--- config.mk ---
export PLATFORM = sky130hd
export DESIGN_NAME = ram_port_arbiter
export DESIGN_NICKNAME = d
export VERILOG_FILES = /design/src/rtl/ram_port_arbiter.sv
export SDC_FILE = /design/constraint.sdc
export NUM_CORES = 1
export LEC_CHECK = 0
export CORE_MARGIN = 2
export CORE_UTILIZATION = 42
export CTS_CLUSTER_SIZE = 12
export DETAILED_ROUTE_END_ITERATION = 10
export GPL_TIMING_DRIVEN = 0
export HOLD_SLACK_MARGIN = 0.15
export PLACE_DENSITY = 0.86
export SLEW_MARGIN = 10
export SYNTH_ARGS = -nofsm -noshare
export SYNTH_HDL_FRONTEND = slang
export SYNTH_SLANG_ARGS = --single-unit
--- constraint.sdc ---
create_clock -name clk -period 3.3 [get_ports clk]
set_input_delay 0.66 -clock clk [delete_from_list [all_inputs] [get_ports clk]]
set_output_delay 0.66 -clock clk [all_outputs]
set_load 0.1 [all_outputs]
--- src/rtl/ram_port_arbiter.sv ---
// Round-robin arbiter for one port of the dual-port RAM, with a built-in zero-fill clear sequence.
// Read data returns one cycle after the grant, tagged by a one-hot rvalid.
module ram_port_arbiter #(
   parameter int NREQ = 4,
   parameter int AW   = 6,
   parameter int DW   = 8
) (
   input  logic                 clk,
   input  logic                 rst,
   input  logic [NREQ-1:0]      req,
   input  logic [NREQ-1:0]      req_we,
   input  logic [NREQ*AW-1:0]   req_addr,
   input  logic [NREQ*DW-1:0]   req_wdata,
   output logic [NREQ-1:0]      gnt,
   output logic [NREQ-1:0]      rvalid,
   output logic [DW-1:0]        rdata,
   input  logic                 clr,
   output logic                 clr_busy,
   output logic                 clr_done,
   output logic                 ram_cs,
   output logic                 ram_we,
   output logic                 ram_re,
   output logic [AW-1:0]        ram_addr,
   output logic [DW-1:0]        ram_wdata,
   input  logic [DW-1:0]        ram_rdata
);

   localparam int LW = $clog2(NREQ);

   typedef enum logic {ARB, CLEAR} state_t;

   state_t          state_reg, state_next;
   logic [NREQ-1:0] gnt_reg, gnt_next;
   logic [NREQ-1:0] rvalid_reg, rvalid_next;
   logic [LW-1:0]   last_reg, last_next;
   logic            clr_busy_reg, clr_busy_next;
   logic            clr_done_reg, clr_done_next;
   logic            ram_cs_reg, ram_cs_next;
   logic            ram_we_reg, ram_we_next;
   logic            ram_re_reg, ram_re_next;
   logic [AW-1:0]   ram_addr_reg, ram_addr_next;
   logic [DW-1:0]   ram_wdata_reg, ram_wdata_next;

   logic [NREQ-1:0] eligible;
   logic            found;
   logic [LW-1:0]   win;
   logic [LW-1:0]   idx;

   // The current grant holder is masked so a still-held req is not granted back-to-back.
   assign eligible = req & ~gnt_reg;

   always_comb begin
      found = 1'b0;
      win   = last_reg;
      idx   = '0;
      for (int k = 1; k <= NREQ; k++) begin
         idx = LW'((int'(last_reg) + k) % NREQ);
         if (!found && eligible[idx]) begin
            found = 1'b1;
            win   = idx;
         end
      end
   end

   always_ff @(posedge clk) begin
      if (!rst) begin
         state_reg     <= ARB;
         gnt_reg       <= '0;
         rvalid_reg    <= '0;
         last_reg      <= LW'(NREQ - 1);
         clr_busy_reg  <= 1'b0;
         clr_done_reg  <= 1'b0;
         ram_cs_reg    <= 1'b0;
         ram_we_reg    <= 1'b0;
         ram_re_reg    <= 1'b0;
         ram_addr_reg  <= '0;
         ram_wdata_reg <= '0;
      end else begin
         state_reg     <= state_next;
         gnt_reg       <= gnt_next;
         rvalid_reg    <= rvalid_next;
         last_reg      <= last_next;
         clr_busy_reg  <= clr_busy_next;
         clr_done_reg  <= clr_done_next;
         ram_cs_reg    <= ram_cs_next;
         ram_we_reg    <= ram_we_next;
         ram_re_reg    <= ram_re_next;
         ram_addr_reg  <= ram_addr_next;
         ram_wdata_reg <= ram_wdata_next;
      end
   end

   always_comb begin
      state_next = state_reg;
      case (state_reg)
         ARB:     if (clr) state_next = CLEAR;
         CLEAR:   if (ram_addr_reg == '1) state_next = ARB;
         default: state_next = ARB;
      endcase
   end

   always_comb begin
      gnt_next       = '0;
      rvalid_next    = gnt_reg & {NREQ{ram_re_reg}};
      last_next      = last_reg;
      clr_busy_next  = 1'b0;
      clr_done_next  = 1'b0;
      ram_cs_next    = 1'b0;
      ram_we_next    = 1'b0;
      ram_re_next    = 1'b0;
      ram_addr_next  = ram_addr_reg;
      ram_wdata_next = ram_wdata_reg;
      case (state_reg)
         ARB: begin
            if (clr) begin
               // The entry edge already issues the write to address 0.
               clr_busy_next  = 1'b1;
               ram_cs_next    = 1'b1;
               ram_we_next    = 1'b1;
               ram_addr_next  = '0;
               ram_wdata_next = '0;
            end else if (found) begin
               gnt_next[win]  = 1'b1;
               last_next      = win;
               ram_cs_next    = 1'b1;
               ram_we_next    = req_we[win];
               ram_re_next    = ~req_we[win];
               ram_addr_next  = req_addr[int'(win)*AW +: AW];
               ram_wdata_next = req_wdata[int'(win)*DW +: DW];
            end
         end
         CLEAR: begin
            if (ram_addr_reg == '1) begin
               clr_done_next = 1'b1;
            end else begin
               clr_busy_next  = 1'b1;
               ram_cs_next    = 1'b1;
               ram_we_next    = 1'b1;
               ram_addr_next  = ram_addr_reg + 1'b1;
               ram_wdata_next = '0;
            end
         end
         default: ;
      endcase
   end

   assign gnt       = gnt_reg;
   assign rvalid    = rvalid_reg;
   assign rdata     = ram_rdata;
   assign clr_busy  = clr_busy_reg;
   assign clr_done  = clr_done_reg;
   assign ram_cs    = ram_cs_reg;
   assign ram_we    = ram_we_reg;
   assign ram_re    = ram_re_reg;
   assign ram_addr  = ram_addr_reg;
   assign ram_wdata = ram_wdata_reg;

endmodule

After elaboration in Yosys (flattened, before gate mapping)
Cells that the tools add are included.

storage, ports and cells
  latch bits = 0
  word-level logic and storage cells = 84
  register bits = 29
  RAM bits = 0
  output and inout port bits = 35
  bits in read-only memories = 0
  memories kept = 0

cells by class
  mux-type cells = 38
  add/subtract/negate cells = 5
  $lt $le $gt $ge = 6
  $mul = 1
  reductions and logical operators = 11
  eq/ne operators = 3
  bitwise gates (word level) = 8
  divide/modulo/power cells = 0
  shift-type cells = 2

operators with widths
  cell                                                        count
  variable part select 32 x 6 -> 8 bit                        1
  2-to-1 mux 8 bit                                            3
  variable part select 24 x 6 -> 6 bit                        1
  2-to-1 mux 6 bit                                            3
  2-to-1 mux 1 bit                                            17
  case mux 8 bit (2 select lines)                             1
  less-than comparator 2 x 3 -> 1 bit, second input constant  5
  case mux 6 bit (2 select lines)                             1
  binary-select mux 1 bit (select 2 bit)                      5
  bitwise AND 4 bit                                           2
  2-to-1 mux 2 bit                                            4
  adder 6 x 1 -> 6 bit, second input constant                 1
  == test 6 bit, second input constant                        1
  case mux 1 bit (2 select lines)                             3
  inverter 1 bit                                              5
  adder 2 x 1 -> 2 bit, second input constant                 2
  adder 2 bit, second input constant                          2
  logical AND 1 bit                                           4
  multiplier 2 x 2 -> 4 bit, second input constant            1
  inverter 4 bit                                              1
  AND reduction 2 bit                                         2
  OR reduction 4 bit                                          1
  zero test 1 bit                                             3
  != test 3 bit, second input constant                        1
  other kinds (4)                                             4

Longest topological paths before layout
Gate-level depths: netlist of run 1.

  depth after elaboration = 19
  gate-level depth with buffers = 9
  depth with buffers taken out = 7

Least setup slack after synthesis of run 1
OpenSTA, ideal clock, no wires.

  kind = reg2reg
  from = register ram_addr_reg[0] (netlist: ram_addr[0])
  to = register ram_addr_reg[5] (netlist: ram_addr[5])
  clock period less this slack = 2.671 ns
  slack = 0.629 ns
  arrival = 2.547 ns
  setup time = 0.124 ns
  data required time = 3.176 ns
  cell stages (with the launch flop) = 9
  cell sequence = dfxtp_1 > ha_1 > nand4_1 > o22ai_2 > a21bo_2 > buf_6 > o221a_2 > o21ai_0 > o21ai_1

on the way
  cells in the longest elaborated chain, start to end = 3

ends and longest elaborated chain
  item                                                                           RTL line  RTL
  from (decl)                                                                    41        logic [AW-1:0] ram_addr_reg, ram_addr_next;
  from (signal assigned)                                                         88        ram_addr_reg <= ram_addr_next;
  adder 6 x 1 -> 6 bit / == test 6 bit (equally long branches)                   139, 133
  2-to-1 mux 6 bit / != test 2 bit (equally long branches)                       -
  case mux 6 bit (2 select lines) / AND reduction 2 bit (equally long branches)  -

Parallel ways exist; a longest one is shown, timed or not. The select of a mux whose other input is x is not followed.
A chain may end at the register's enable or synchronous reset.

Final worst setup path of run 1
  from = input port req[0]
  to = register ram_addr_reg[1] (netlist: ram_addr[1])

on the way
  cells in the longest elaborated chain, start to end = 18

ends and longest elaborated chain
  item                                    RTL line  RTL
  from (decl)                             10        input logic [NREQ-1:0] req,
  bitwise AND 4 bit *                     50        assign eligible = req & ~gnt_reg;
  binary-select mux 1 bit (select 2 bit)  58        if (!found && eligible[idx]) begin
  2-to-1 mux 1 bit (not written as such)  58
  2-to-1 mux 1 bit                        58
  zero test 1 bit                         58
  logical AND 1 bit                       58
  2-to-1 mux 1 bit                        58
  zero test 1 bit                         58
  (+2 left out)                           -
  zero test 1 bit                         58
  logical AND 1 bit                       58
  2-to-1 mux 2 bit                        58
  multiplier 2 x 2 -> 4 bit               128       ram_addr_next = req_addr[int'(win)*AW +: AW];
  variable part select 24 x 6 -> 6 bit    128
  2-to-1 mux 6 bit                        122       end else if (found) begin
  2-to-1 mux 6 bit                        115       if (clr) begin
  case mux 6 bit (2 select lines)         113       case (state_reg)

Every way passes the cells marked *; elsewhere a longest branch is shown, timed or not. The select of a mux whose other input is x is not followed.

==> flow_summary.yaml, run 1 <==
clocking:
  cts.sinks: 29
  cts_setup_buffers: 0
  ctsResizeCount: 0
  htreeDepth: 2
  clock_latency_ps: 280
  cts_buffer_depth: 2
  cts_buffers: 5
  cts-root-buf: "clkbuf_8"
  cts_tree: "built"
  path_clk_slew_ps: 70
  holdBufCountCts: 0
yosys:
  avgSynthCellArea_sq_um: 8.27
  synth_top_area_share_pct: 29.1
  synth_area_sq_um: 1990
  synthesis.nets: 317
  synthArstFlopShare_pct: 0
  ys_warn_count: 0
  ys_seq_area_share_pct: 29.1
  synth_seq_cells: 29
  synth_top_area_cell: "dfxtp_1"
  syn-instance-count: 241
  synth_edf_count: 0
  yosys-top-cells-area: "dfxtp_1 29%, nand2_1 9.0%, mux2i_1 5.5%, nand3_1 4.8%, a32o_1 4.5%"
  yosys_most_used_dff: "dfxtp_1"
  ys_types: 65
finish:
  largest_reg_flops: 8
  fin_nets: 425
  antenna_cells: 0
  final_common_cell: "clkdlybuf4s50_1"
  area_delta_synth_final_pct: 60.9
  final_cell_mix: "101 x clkdlybuf4s50_1, 48 x nand2_1, 29 x dfxtp_1"
  fillCellCount: 392
  drive_above_1_share_pct: 13.1
worst_setup_path:
  cp-startpoint: "req[0]"
  worstSetupPathType: "in -> reg"
  startpoint_type: "primary input"
  crit_arrival_ps: 2920
  cp_data_required_time_ps: 3470
  cp_max_fo: 5
  end_kind: "flip-flop"
  rr_startpoint: "gnt[3]"
flow_run:
  max_cap_violations: 0
die:
  dieArea_sq_um: 5310
  core.rowCount: 25
  die_w_um: 72.9
  core_area_sq_um: 4660
  die-height_um: 72.9
  num_io_pins: 110
  start_util_pct: 42.7
outcome:
  status: "completed"
sta:
  min_period_ps: 2740
  post-route-period-util_pct: 83.2
  max_freq_ghz: 0.364
  setup_viol: 0
  fin_skew_ps: 3.68
  drv_slew: 0
  hold_viol: 0
  relSlewSlack_pct: 33.5
  rsz0062_at_grt: "no"
  worst_slew_pin_slew_ps: 995
  tns_ps: 0
power:
  leakagePower_nw: 1.32
  power-per-cell-area_nw_per_um2: 464
  peakVddDrop_uv: 263
  power.total_w: 0.00149
hold_path:
  hp-start: "ram_wdata[2]"
  hp-class: "reg -> reg"
global_route:
  grt_pass1_wl_um: 10100
  overflow: 0
  grt_max_degree: 11
  gr-usage-all-layers_pct: 24.5
  antenna_found_initial: 0
  grt_pass1_vias: 2260
placed_design:
  gp_congestion: 0.909
  dpl.hpwl_um: 4870
  io_buffers: 101
routing:
  dr.max_layer_used: "met4"
  vias: 2209
  final_antenna_net_count: 0
  drtIter0Drc: 187
  wire_per_inst_um: 15.3
  drc: 0
  dr.pass1.iters: 4
  wl_met2_um: 2900
  wl_met1_um: 2460
  wirelength_um: 6180
  avgViaCountPerCell: 5.47
  dr_wl_met3_um: 659
-- cells by family (layout without fill, tap and decap cells) --
kind of cell / Yosys count / after routing / synth area share [%]
simple gates: 111 / 111 / 27.3
compound gates: 54 / 54 / 23.7
flops: 29 / 29 / 29.1
buf+inv: 29 / 138 / 10.4
mux: 15 / 15 / 7.98
xor+xnor: 2 / 2 / 0.880
fa+ha+maj: 1 / 1 / 0.628
-- critical path, cell delays in order --
cell	delay, ps
clkdlybuf4s50_1	490
and2b_2	230
o22ai_4	110
a211o_4	370
a2111oi_0	670
a211oi_1	170
o22a_1	210
-- metal layers --
metal,global-route usage [%],vias up
li1,-,1081
met1,28.8,991
met2,41.7,122
met4,9.47,0
met5,0,-
met3,7.32,15
-- cells in the mapped netlist, drive strengths merged (2+ instances only) --
library cell / count
mux2i: 11
nand3: 19
o221a: 2
buf: 16
o22ai: 3
nand2: 49
a21oi: 4
nand3b: 2
nor3: 2
nand2b: 4
and3: 6
dfxtp: 29
nor2b: 3
mux2: 4
a32o: 9
a211o: 2
a211oi: 2
o211ai: 4
inv: 8
o221ai: 2
nor2: 14
a2111oi: 2
clkbuf: 5
and2: 3
nand4: 3
o21ai: 10
-- final timing paths --
kind         cells after the start           end  slack, ps
max                              7   ram_addr[1]        560
max reg2reg                      7   ram_addr[1]       1020
min                              1  ram_wdata[2]        470
min reg2reg                      1  ram_wdata[2]        470
-- metrics by stage --
step	cell area (sq um)	std cells	hold WS, ps	util, %	setup WS [ps]
6_report	3200	404	470	68.8	555
3_5_place_dp	3070	396	460	65.9	334
3_3_place_gp	3070	396	449	65.9	306
4_1_cts	3200	404	470	68.8	616
5_1_grt	3200	404	484	68.8	429
2_1_floorplan	1990	241	586	-	629
-- final cells by class --
type / count / area, sq um / area share, %
timing repair buffer: 101 / 1010 / 31.6
multi-input combinational: 183 / 1200 / 37.6
buffer: 21 / 176 / 5.51
tap: 54 / 67.6 / 2.11
clock inverter: 3 / 65.1 / 2.03
sequential: 29 / 581 / 18.1
inverter: 8 / 30.0 / 0.937
clock buffer: 5 / 68.8 / 2.15
-- report_power, final --
group          leakage (nW)  switching, W  internal [W]  total [W]
clock network        0.0681      0.000140      0.000300   0.000439
logic                  1.01      0.000397      0.000250   0.000647
registers             0.237     0.0000248      0.000375   0.000399
Note: power is estimated with default switching activity, not from simulation.
==> run 2: changes to the inputs <==
CORE_UTILIZATION = 35   (was 42)
PLACE_DENSITY = 0.77   (was 0.86)
clock period = 2.4 ns   (was 3.3 ns; I/O delays follow)
==> flow_summary.yaml, run 2 (synthesis results as in run 1) <==
power:
  peakVddDrop_uv: 228
  leakagePower_nw: 1.35
  p_seq_share_pct: 29.0
  power.net_switching_w: 0.000772
  power_frac_clock_pct: 23.3
  intPower_w: 0.00113
  power_frac_comb_pct: 47.7
  power.total_w: 0.00191
  switching_share_pct: 40.5
  power-per-cell-area_nw_per_um2: 588
finish:
  finalNonFillerCells: 426
  antenna_cells: 0
  drive_above_1_share_pct: 16.9
  largest_reg_flops: 8
  final_common_cell: "clkdlybuf4s50_1"
  final_util_pct: 58.9
  final_cell_mix: "99 x clkdlybuf4s50_1, 48 x nand2_1, 22 x dfxtp_1"
  fin_nets: 429
  area_delta_synth_final_pct: 62.7
placed_design:
  gp_congestion: 0.896
  preCtsSetupSlack_ps: -395
  dpl.hpwl_um: 4830
  placedCellCount: 414
  io_buffers: 101
clocking:
  cts-root-buf: "clkbuf_8"
  htreeDepth: 2
  holdBufCountCts: 0
  path_clk_slew_ps: 60
  cts_tree: "built"
  clock_latency_ps: 280
  cts.sinks: 29
  cts_buffers: 5
  cts_buffer_depth: 2
routing:
  final_antenna_net_count: 0
  drtIter0Drc: 195
  avgViaCountPerCell: 5.28
  wirelength_um: 6220
  wire_per_inst_um: 14.6
  vias: 2250
  dr.pass1.iters: 4
  drc: 0
global_route:
  grt_pass1_vias: 2146
  antenna_found_initial: 0
  gr-usage-all-layers_pct: 20.1
  overflow: 0
  grt_max_degree: 11
  grt_pass1_wl_um: 9980
hold_path:
  hp-start: "ram_wdata[6]"
  hp-class: "reg -> reg"
sta:
  worst_slew_pin_slew_ps: 995
  fin_ws_ps: 67.0
  fin_skew_ps: 5.84
  min_period_ps: 2330
  whs_ps: 465
  post-route-period-util_pct: 97.2
  relSlewSlack_pct: 33.5
  rsz0062_at_grt: "yes"
  max_freq_ghz: 0.429
  drv_slew: 0
  hold_viol: 0
  setup_viol: 0
worst_setup_path:
  cp.buffers_inverters: 1
  cp_max_fo: 6
  slowest_stage: "clkdlybuf4s50_1"
  path_delay_family: "buffers and inverters"
  cp-startpoint: "gnt[1]"
  crit_chain: "clkdlybuf4s50_1"
  critPathMaxStageDelay_ps: 1160
  startpoint_type: "flip-flop"
  crit_arrival_ps: 1850
  cp_data_required_time_ps: 1920
  worstSetupPathType: "reg -> out"
  end_kind: "output port"
  rr_startpoint: "ram_addr[0]"
die:
  die_w_um: 79.4
  die-height_um: 79.4
  dieArea_sq_um: 6310
  core.rowCount: 27
  num_io_pins: 110
  core_area_sq_um: 5510
  start_util_pct: 36.2
outcome:
  status: "completed"
flow_run:
  max_cap_violations: 0
==> run 2: path summary, 6_finish.rpt <==
kind | end | slack [ps] | cells after the start
worst max-delay path | gnt[1] | 70 | 1
worst max register to register | ram_addr[5] | 310 | 8
worst min register to register | ram_wdata[6] | 470 | 1
worst min-delay path | ram_wdata[6] | 470 | 1
==> run 2: area by class of cell <==
cell class / count / area [sq um]
inverter: 8 / 30.0
clock inverter: 1 / 5.00
tap: 72 / 90.1
buffer: 21 / 179
multi-input combinational: 183 / 1210
timing repair buffer: 105 / 1040
fill: 517 / 2270
sequential: 29 / 589
clock buffer: 7 / 96.3
==> run 2: worst register-to-register path, stage by stage, from the launching register on <==
cell	delay, ps
dfxtp_2	390
ha_1	230
nand4_1	190
o22ai_2	320
a21bo_2	290
buf_6	140
o221a_2	260
o21ai_0	70
o21ai_1	80
==> run 2: layer usage <==
layer | wire length (um) | global-route usage (%) | vias up
met4 | 104 | 6.03 | 0
li1 | - | - | 1098
met2 | 2960 | 34.4 | 114
met3 | 565 | 5.77 | 9
met1 | 2600 | 24.4 | 1029
met5 | 0 | 0 | -
==> run 2: power by group through the flow <==
stage	combinational (W)	sequential [W]	clock, W
after global placement	0.000883	0.000562	0
final	0.000910	0.000552	0.000444
after CTS	0.000892	0.000552	0.000449
after detailed placement	0.000888	0.000562	0
after floorplan	0.000403	0.000771	0
after global routing	0.000965	0.000558	0.000478
==> run 2: per-stage QoR <==
| stage | area [sq um] | setup TNS (ps) |
|---|---|---|
| after global routing | 3240 | -8.95 |
| after floorplan | 2000 | -14.6 |
| final | 3240 | 0 |
| after detailed placement | 3100 | -4020 |
| after global placement | 3100 | -3620 |
| after CTS | 3200 | 0 |
==> run 2: timing repair <==
action                     in CTS  in global routing
pin swaps                       0                  1
gates cloned                    0                  0
resized for setup               2                  6
hold endpoints to repair        0                  0
buffers inserted                0                  4
setup endpoints to repair       7                 11
